[config.mk]
export PLATFORM = sky130hd
export DESIGN_NAME = wb_ctrl_flat
export DESIGN_NICKNAME = d
export VERILOG_FILES = /design/src/rtl/wb_ctrl_if.sv /design/src/rtl/wb_ctrl.sv /design/src/flat_wrapper.sv
export SDC_FILE = /design/constraint.sdc
export NUM_CORES = 1
export LEC_CHECK = 0
export ABC_AREA = 1
export BUFFER_PORTS_ARGS = -buffer_cell sky130_fd_sc_hd__buf_2
export CAP_MARGIN = 0
export CORE_UTILIZATION = 50
export CTS_CLUSTER_DIAMETER = 30
export DETAILED_ROUTE_END_ITERATION = 7
export GPL_ROUTABILITY_DRIVEN = 0
export PLACE_DENSITY = 0.77
export SLEW_MARGIN = 20
export SYNTH_ARGS = -nofsm -noshare
export SYNTH_HDL_FRONTEND = slang
export SYNTH_SLANG_ARGS = --single-unit
[constraint.sdc]
create_clock -name clk -period 1.65 [get_ports clk]
set_input_delay 0.33 -clock clk [delete_from_list [all_inputs] [get_ports clk]]
set_output_delay 0.33 -clock clk [all_outputs]
set_load 0.01 [all_outputs]
[src/rtl/wb_ctrl_if.sv]
// wb_ctrl_if: MEM-stage bundle handshake and register-file write-back bus
// for wb_ctrl. The slave modport is the sequencer; the master modport is the
// MEM stage / regfile side that drives bundles and observes the write port.
interface wb_ctrl_if;
  logic        in_valid;
  logic        in_ready;
  logic [1:0]  in_wb_sel;
  logic        in_reg_wr;
  logic [2:0]  in_wr_reg;
  logic        in_is_load;
  logic        in_halt;
  logic        mem_done;
  logic        flush;
  logic [1:0]  wb_sel;
  logic        rf_wr_en;
  logic [2:0]  rf_wr_reg;
  logic        halt;
  logic        mem_err;
  logic        busy;
  logic [15:0] retire_cnt;

  modport slave (
    input  in_valid, in_wb_sel, in_reg_wr, in_wr_reg, in_is_load, in_halt,
    input  mem_done, flush,
    output in_ready, wb_sel, rf_wr_en, rf_wr_reg, halt, mem_err, busy,
    output retire_cnt
  );

  modport master (
    output in_valid, in_wb_sel, in_reg_wr, in_wr_reg, in_is_load, in_halt,
    output mem_done, flush,
    input  in_ready, wb_sel, rf_wr_en, rf_wr_reg, halt, mem_err, busy,
    input  retire_cnt
  );
endinterface

[src/rtl/wb_ctrl.sv]
// wb_ctrl: write-back sequencer between MEM and the register-file write port.
// Accepts one bundle per cycle, stalls loads until mem_done (with timeout),
// commits each bundle in exactly one cycle and latches a sticky halt.
// Optional macro WB_RETIRE_CNT_EN builds the 16-bit retired-instruction
// counter; without it retire_cnt is tied to zero.
module wb_ctrl #(
  parameter int unsigned MEM_TIMEOUT = 64,
  parameter int unsigned CNT_W       = 8
) (
  input logic      clk,
  input logic      rst,
  wb_ctrl_if.slave bus
);

  typedef enum logic [1:0] {
    S_IDLE,
    S_WAIT_MEM,
    S_COMMIT,
    S_HALTED
  } state_t;

  state_t           state_q;
  logic             reg_wr_q;
  logic             halt_lat_q;
  logic             supp_q;
  logic [1:0]       lat_sel_q;
  logic [2:0]       lat_reg_q;
  logic [CNT_W-1:0] cnt_q;
  logic [1:0]       wb_sel_q;
  logic [2:0]       rf_wr_reg_q;
  logic             halt_q;
  logic             mem_err_q;

  logic             ready_d;
  logic             accept_d;
  logic             timeout_d;

  // Handshake: ready in IDLE or in a non-halting COMMIT; flush blocks accept.
  always_comb begin
    ready_d   = (state_q == S_IDLE) || ((state_q == S_COMMIT) && !halt_lat_q);
    accept_d  = bus.in_valid && ready_d && !bus.flush;
    timeout_d = (cnt_q == CNT_W'(MEM_TIMEOUT - 1));
  end

  // Sequencer FSM with latched bundle fields and registered write-back outputs.
  // wb_sel/rf_wr_reg outputs are loaded only on the edge entering COMMIT, so
  // they show the committing bundle and hold their value everywhere else.
  always_ff @(posedge clk) begin
    if (rst) begin
      state_q     <= S_IDLE;
      reg_wr_q    <= 1'b0;
      halt_lat_q  <= 1'b0;
      supp_q      <= 1'b0;
      lat_sel_q   <= '0;
      lat_reg_q   <= '0;
      cnt_q       <= '0;
      wb_sel_q    <= '0;
      rf_wr_reg_q <= '0;
      halt_q      <= 1'b0;
      mem_err_q   <= 1'b0;
    end else begin
      case (state_q)
        S_IDLE, S_COMMIT: begin
          if (bus.flush) begin
            state_q    <= S_IDLE;
            reg_wr_q   <= 1'b0;
            halt_lat_q <= 1'b0;
            supp_q     <= 1'b0;
          end else if ((state_q == S_COMMIT) && halt_lat_q) begin
            state_q <= S_HALTED;
            halt_q  <= 1'b1;
          end else if (accept_d) begin
            reg_wr_q   <= bus.in_reg_wr;
            halt_lat_q <= bus.in_halt;
            supp_q     <= 1'b0;
            lat_sel_q  <= bus.in_wb_sel;
            lat_reg_q  <= bus.in_wr_reg;
            if (bus.in_is_load) begin
              state_q <= S_WAIT_MEM;
            end else begin
              state_q     <= S_COMMIT;
              wb_sel_q    <= bus.in_wb_sel;
              rf_wr_reg_q <= bus.in_wr_reg;
            end
          end else begin
            state_q <= S_IDLE;
          end
        end
        S_WAIT_MEM: begin
          if (bus.flush) begin
            state_q    <= S_IDLE;
            cnt_q      <= '0;
            reg_wr_q   <= 1'b0;
            halt_lat_q <= 1'b0;
            supp_q     <= 1'b0;
          end else if (bus.mem_done || timeout_d) begin
            // mem_done has priority over a coincident timeout.
            state_q     <= S_COMMIT;
            cnt_q       <= '0;
            wb_sel_q    <= lat_sel_q;
            rf_wr_reg_q <= lat_reg_q;
            if (!bus.mem_done) begin
              supp_q    <= 1'b1;
              mem_err_q <= 1'b1;
            end
          end else begin
            cnt_q <= cnt_q + 1'b1;
          end
        end
        S_HALTED: begin
          state_q <= S_HALTED;
        end
        default: begin
          state_q <= S_IDLE;
        end
      endcase
    end
  end

`ifdef WB_RETIRE_CNT_EN
  logic [15:0] retire_q;

  // Count every unflushed COMMIT cycle, including suppressed and halt bundles.
  always_ff @(posedge clk) begin
    if (rst) begin
      retire_q <= '0;
    end else if ((state_q == S_COMMIT) && !bus.flush) begin
      retire_q <= retire_q + 16'd1;
    end
  end

  assign bus.retire_cnt = retire_q;
`else
  assign bus.retire_cnt = '0;
`endif

  assign bus.in_ready  = ready_d;
  assign bus.rf_wr_en  = (state_q == S_COMMIT) && reg_wr_q && !supp_q && !bus.flush;
  assign bus.wb_sel    = wb_sel_q;
  assign bus.rf_wr_reg = rf_wr_reg_q;
  assign bus.halt      = halt_q;
  assign bus.mem_err   = mem_err_q;
  assign bus.busy      = (state_q != S_IDLE);

endmodule

[src/flat_wrapper.sv]
// flat-port wrapper written by rule: the top's interface ports become plain ports
module wb_ctrl_flat 
#(
  parameter int unsigned MEM_TIMEOUT = 64,
  parameter int unsigned CNT_W       = 8
)
  (clk, rst, bus_in_valid, bus_in_wb_sel, bus_in_reg_wr, bus_in_wr_reg, bus_in_is_load, bus_in_halt, bus_mem_done, bus_flush, bus_in_ready, bus_wb_sel, bus_rf_wr_en, bus_rf_wr_reg, bus_halt, bus_mem_err, bus_busy, bus_retire_cnt);
  wb_ctrl_if bus_i ();
  input logic clk;
  input logic rst;
  input wire logic [$bits(bus_i.in_valid)-1:0] bus_in_valid;
  input wire logic [$bits(bus_i.in_wb_sel)-1:0] bus_in_wb_sel;
  input wire logic [$bits(bus_i.in_reg_wr)-1:0] bus_in_reg_wr;
  input wire logic [$bits(bus_i.in_wr_reg)-1:0] bus_in_wr_reg;
  input wire logic [$bits(bus_i.in_is_load)-1:0] bus_in_is_load;
  input wire logic [$bits(bus_i.in_halt)-1:0] bus_in_halt;
  input wire logic [$bits(bus_i.mem_done)-1:0] bus_mem_done;
  input wire logic [$bits(bus_i.flush)-1:0] bus_flush;
  output wire logic [$bits(bus_i.in_ready)-1:0] bus_in_ready;
  output wire logic [$bits(bus_i.wb_sel)-1:0] bus_wb_sel;
  output wire logic [$bits(bus_i.rf_wr_en)-1:0] bus_rf_wr_en;
  output wire logic [$bits(bus_i.rf_wr_reg)-1:0] bus_rf_wr_reg;
  output wire logic [$bits(bus_i.halt)-1:0] bus_halt;
  output wire logic [$bits(bus_i.mem_err)-1:0] bus_mem_err;
  output wire logic [$bits(bus_i.busy)-1:0] bus_busy;
  output wire logic [$bits(bus_i.retire_cnt)-1:0] bus_retire_cnt;
  assign bus_i.in_valid = bus_in_valid;
  assign bus_i.in_wb_sel = bus_in_wb_sel;
  assign bus_i.in_reg_wr = bus_in_reg_wr;
  assign bus_i.in_wr_reg = bus_in_wr_reg;
  assign bus_i.in_is_load = bus_in_is_load;
  assign bus_i.in_halt = bus_in_halt;
  assign bus_i.mem_done = bus_mem_done;
  assign bus_i.flush = bus_flush;
  assign bus_in_ready = bus_i.in_ready;
  assign bus_wb_sel = bus_i.wb_sel;
  assign bus_rf_wr_en = bus_i.rf_wr_en;
  assign bus_rf_wr_reg = bus_i.rf_wr_reg;
  assign bus_halt = bus_i.halt;
  assign bus_mem_err = bus_i.mem_err;
  assign bus_busy = bus_i.busy;
  assign bus_retire_cnt = bus_i.retire_cnt;
  wb_ctrl #(.MEM_TIMEOUT(MEM_TIMEOUT), .CNT_W(CNT_W)) u_core (.clk(clk), .rst(rst), .bus(bus_i));
endmodule
---- After elaboration in Yosys (flattened, before gate mapping) ----
Index checks and enable logic that the tools add are counted.
storage, ports and cells
  logic and storage cells ................. 91
  bits in registers ....................... 25
operators by class
  reduce and logical (&&, ||, !) cells .... 22
  mux-type cells .......................... 39
  equal/unequal tests ..................... 15
  $add $sub $neg .......................... 1
  bitwise gates (word level) .............. 3
operators by type and width
  cell                   count
  $mux W2                12
  $mux W3                6
  $mux W8                2
  $mux W1                13
  $reduce_and A4 Y1      3
  $ne A2 B2 Y1 const B   5
  $add A8 B1 Y8 const B  1
  $eq A8 B6 Y1 const B   1
  $logic_and A1 B1 Y1    7
  $reduce_and A7 Y1      1
  $ne A3 B2 Y1 const B   2
  $ne A3 B3 Y1 const B   2
  $pmux W1 S2            3
  $pmux W2 S3            1
  $pmux W3 S2            1
  $reduce_and A5 Y1      1
  $eq A2 B2 Y1 const B   2
  $ne A2 B1 Y1 const B   2
  $pmux W2 S2            1
  $reduce_bool A2 Y1     2
  $logic_not A1 Y1       3
  $not A1 Y1             3
  $reduce_and A3 Y1      1
  $eq A2 B1 Y1 const B   1
  3 further kinds        4

---- Depth between registers and ports, before layout ----
  depth in word-level cells ............... 9
  mapped depth ............................ 9

---- Worst setup path after synthesis ----
No wires, ideal clock.
  path type ............................... flip-flop to flip-flop
  start ................................... reg u_core.cnt_q[1]
  end ..................................... reg u_core.rf_wr_reg_q[0], in the netlist u_core.bus.rf_wr_reg[0]
  slack ................................... 0.366 ns
  library setup time ...................... 0.113 ns
  stages on the path, launching flop included .. 9
  required time ........................... 1.537 ns
  arrival ................................. 1.171 ns
  path through ............................ dfxtp_1 ha_1 nand2_1 nor2_2 nand2_2 a21oi_2 nand3_1 nand2_1 nor2_1
on the way
  longest elaborated chain between the ends .. 4
RTL lines
  item                         RTL line        source
  start: declaration           wb_ctrl.sv:28   logic [CNT_W-1:0] cnt_q;
  start signal: assignment     wb_ctrl.sv:107  cnt_q <= cnt_q + 1'b1;
  $eq A8 B6 Y1                 wb_ctrl.sv:42   timeout_d = (cnt_q == CNT_W'(MEM_TIMEOUT - 1));
  $logic_or A1 B1 Y1           wb_ctrl.sv:96   end else if (bus.mem_done || timeout_d) begin
  $ne A2 B1 Y1 (no line)       --
  $reduce_and A7 Y1 (no line)  --
  end signal: assignment       wb_ctrl.sv:83   rf_wr_reg_q <= bus.in_wr_reg;
  end signal: assignment       wb_ctrl.sv:101  rf_wr_reg_q <= lat_reg_q;
  end: declaration             wb_ctrl.sv:30   logic [2:0] rf_wr_reg_q;
No other way between the ends.
A chain may end at the register's enable or synchronous reset.

---- Final worst setup path ----
  start ................................... reg u_core.state_q[1]
  end ..................................... out bus_in_ready
on the way
  longest elaborated chain between the ends .. 3
  elaborated cells between the ends (all ways) .. 4
  those cells by class .................... 1 x eq/ne; 3 x reduce/logical
RTL lines
  item                      RTL line            source
  start: declaration        wb_ctrl.sv:22       state_t state_q;
  start signal: assignment  wb_ctrl.sv:50       state_q <= S_IDLE;
  start signal: assignment  wb_ctrl.sv:65       state_q <= S_IDLE;
  start signal: assignment  wb_ctrl.sv:70       state_q <= S_HALTED;
  $eq A2 B2 Y1              wb_ctrl.sv:40       ready_d = (state_q == S_IDLE) || ((state_q == S_COMMIT) && !halt_lat_q);
  $logic_and A1 B1 Y1       wb_ctrl.sv:40
  $logic_or A1 B1 Y1 *      wb_ctrl.sv:40
  end: declaration          flat_wrapper.sv:19  output wire logic [$bits(bus_i.in_ready)-1:0] bus_in_ready;
Mark *: on every way between the ends. The rest lies on a longest branch, timed or not.

==> out/metrics.cfg <==
[place]
hpwlAfterDp_um=1951
post-place-cells=255
numPortBuffers=22
placed_cell_area_mm2=0.001460
place_ws_ns=0.1955

[critical_path]
cp_max_fo=5
critPathCaptureType=primary output
max_stage_delay_ns=0.37
critPathBufInv=2
crit_family=flip-flops
cp_slowest_cell=dfxtp_1
crit_chain=nand2_1, inv_1, nor2_1, buf_2
arrival_ns=1.23
worstSetupStartpointType=flip-flop
r2r_setup_slack_ns=0.16
crit_type=reg -> out
required_ns=1.32

[clock_network]
postCtsHoldBufs=0
path_clk_slew_ns=0.14
clock_sinks=25
h-tree-depth=1
clk_latency_ns=0.32
numCtsBuffers=3
clockBufferDepth=2
cts_tree=built
cts_setup_buffers=0
cts-root-buf=clkbuf_4

[synthesis]
syn_area_mm2=0.001380
yosys_warnings=0
synth_top_cell_by_area=dfxtp_1
synthArstFlopShare=0
synth_top_area_frac=0.3626
synthFlopType=dfxtp_1
synth_area_leaders=dfxtp_1 36%, nand2_1 9.5%, buf_4 9.2%
ys_seq_area_frac=0.3626
synth.avg_cell_area_um2=6.699
yosysMostFrequentCell=nand2_1
yosys_register_bits=25
synth_edf_count=0
synthCells=206
synth_cell_types=22
ys_top_cells_by_count=35 x nand2_1, 26 x nor2_1, 25 x dfxtp_1, 24 x inv_1

[detailed_routing]
wl_um=2525
vias=1255
drt_iter0_markers=33
dr.pass1.iters=4
drc=0
via_per_inst=4.846
post_drt_wl_per_cell_um=9.749
drtAntennaViolNets=0

[timing]
worst_slack_ns=0.08935
fmax_mhz=640.8
setup_tns_ns=0
rsz0062_at_grt=no
finClkSkew_ns=0.01095
fin_crit_ns=1.561
finalSetupViolations=0
finalHoldViolations=0
maxSlewViolCount=0
finalCritPeriodShare=0.9458

[pwr]
p_seq_frac=0.596
p_comb_frac=0.148
power.share.clock=0.256
leakage_uw=0.0006962
switchingPower_uw=291.0
intPower_uw=774.0
power_density_mw_per_mm2=715.3
ir_worst_vdd_v=0.0005014
power.share.switching=0.2732

[cells_and_area]
diodes=0
finalNonFillerCells=259
layout-drive-gt1-share=0.1878
ff_latch_area_um2=500.5
multi_input_area_um2=686.9
utilization=0.5851
finalNetCount=244
fillCellCount=274
largest_register_ffs=8
areaGrowthSynthToFinish_pct=7.888
design_area_mm2=0.001489

[floorplanning]
boundaryPins=39
core_mm2=0.002545
die_area_mm2=0.002974
die_h_um=54.54
start_util=0.5423
rows=18
die_w_um=54.54

[job]
cap_violations=0

[grt]
grt.total_usage=0.1890
grt_max_degree=18
grt_pass1_vias=958
grt_pass1_wl_um=4002
antenna_found_initial=0
grt_overflow=0

[hold_path]
hp-class=in -> reg

[run_status]
outcome=finished clean

[cell usage in the layout, fill, tap and decap left out, types with 2 or more instances in the layout]
master    instances
dfxtp_1          25
nand2_1          35
nand4_1           4
conb_1           16
clkbuf_4          3
o21ai_1           3
nor2_1           25
a21oi_1          15
inv_2             4
nor2_2            3
nand3_1          17
o21ai_0          17
a31oi_1           2
inv_1            24
buf_4             3
nand2_2           5
buf_2            22
[worst reg2reg max path, cell delays in order (launching register included)]
cell and delay, ns:
dfxtp_1 0.49, nand2_2 0.24, nor3_4 0.22, nand2_2 0.15, inv_2 0.13, nand3_1 0.09
a21oi_1 0.12
[path summary, 6_finish.rpt]
path,start,cells after the start,to
worst max-delay path,u_core.state_q[1],4,bus_in_ready
worst min-delay path,rst,2,u_core.cnt_q[7]
worst max register to register,u_core.state_q[0],6,u_core.cnt_q[5]
worst min register to register,u_core.lat_sel_q[0],2,u_core.lat_sel_q[0]
[final cells by class]
type / count / area share
multi-input cells: 147 / 0.4613
flip-flops and latches: 25 / 0.3361
repair buffers: 25 / 0.08908
inverters: 28 / 0.07059
well taps: 30 / 0.02521
clock buffers: 4 / 0.01765
[metrics by stage]
step | total power (µW) | hold slack [ns]
floorplan | 784.3 | 0.4242
global placement | 803.9 | 0.4358
detailed placement | 805.0 | 0.4473
CTS | 1074 | 0.2794
global route | 1121 | 0.2755
finish | 1065 | 0.2765
[routing by layer]
metal | vias up | global-route usage | part of all wire
met5 | - | 0 | 0
met1 | 532 | 0.2453 | 0.48
met4 | 0 | 0.07692 | 0.017
li1 | 675 | - | -
met2 | 43 | 0.3069 | 0.45
met3 | 5 | 0.03333 | 0.051
[power by group through the flow]
stage          combinational, µW  clock (µW)  sequential, µW
3_5_place_dp                 156           0             649
5_1_grt                      184         299             638
3_3_place_gp                 156           0             648
2_1_floorplan                134           0             651
6_report                     157         273             635
4_1_cts                      157         282             635
[cell families (layout without fill, tap and decap cells)]
logic type                 after synthesis  after routing  synth area share
AOI/OAI and AO/OA                       38             38            0.1423
adders and majority gates                1              1          0.009065
buffers and inverters                   49             57            0.1822
DFF                                     25             25            0.3626
other                                    1             16          0.002717
and+or+nand+nor                         92             92            0.3010
[timing repair]
action	CTS	global route
resized for setup	0	1
endpoints found under the setup margin	0	1
endpoints found under the hold margin	0	0
(Power assumes the default switching activity.)
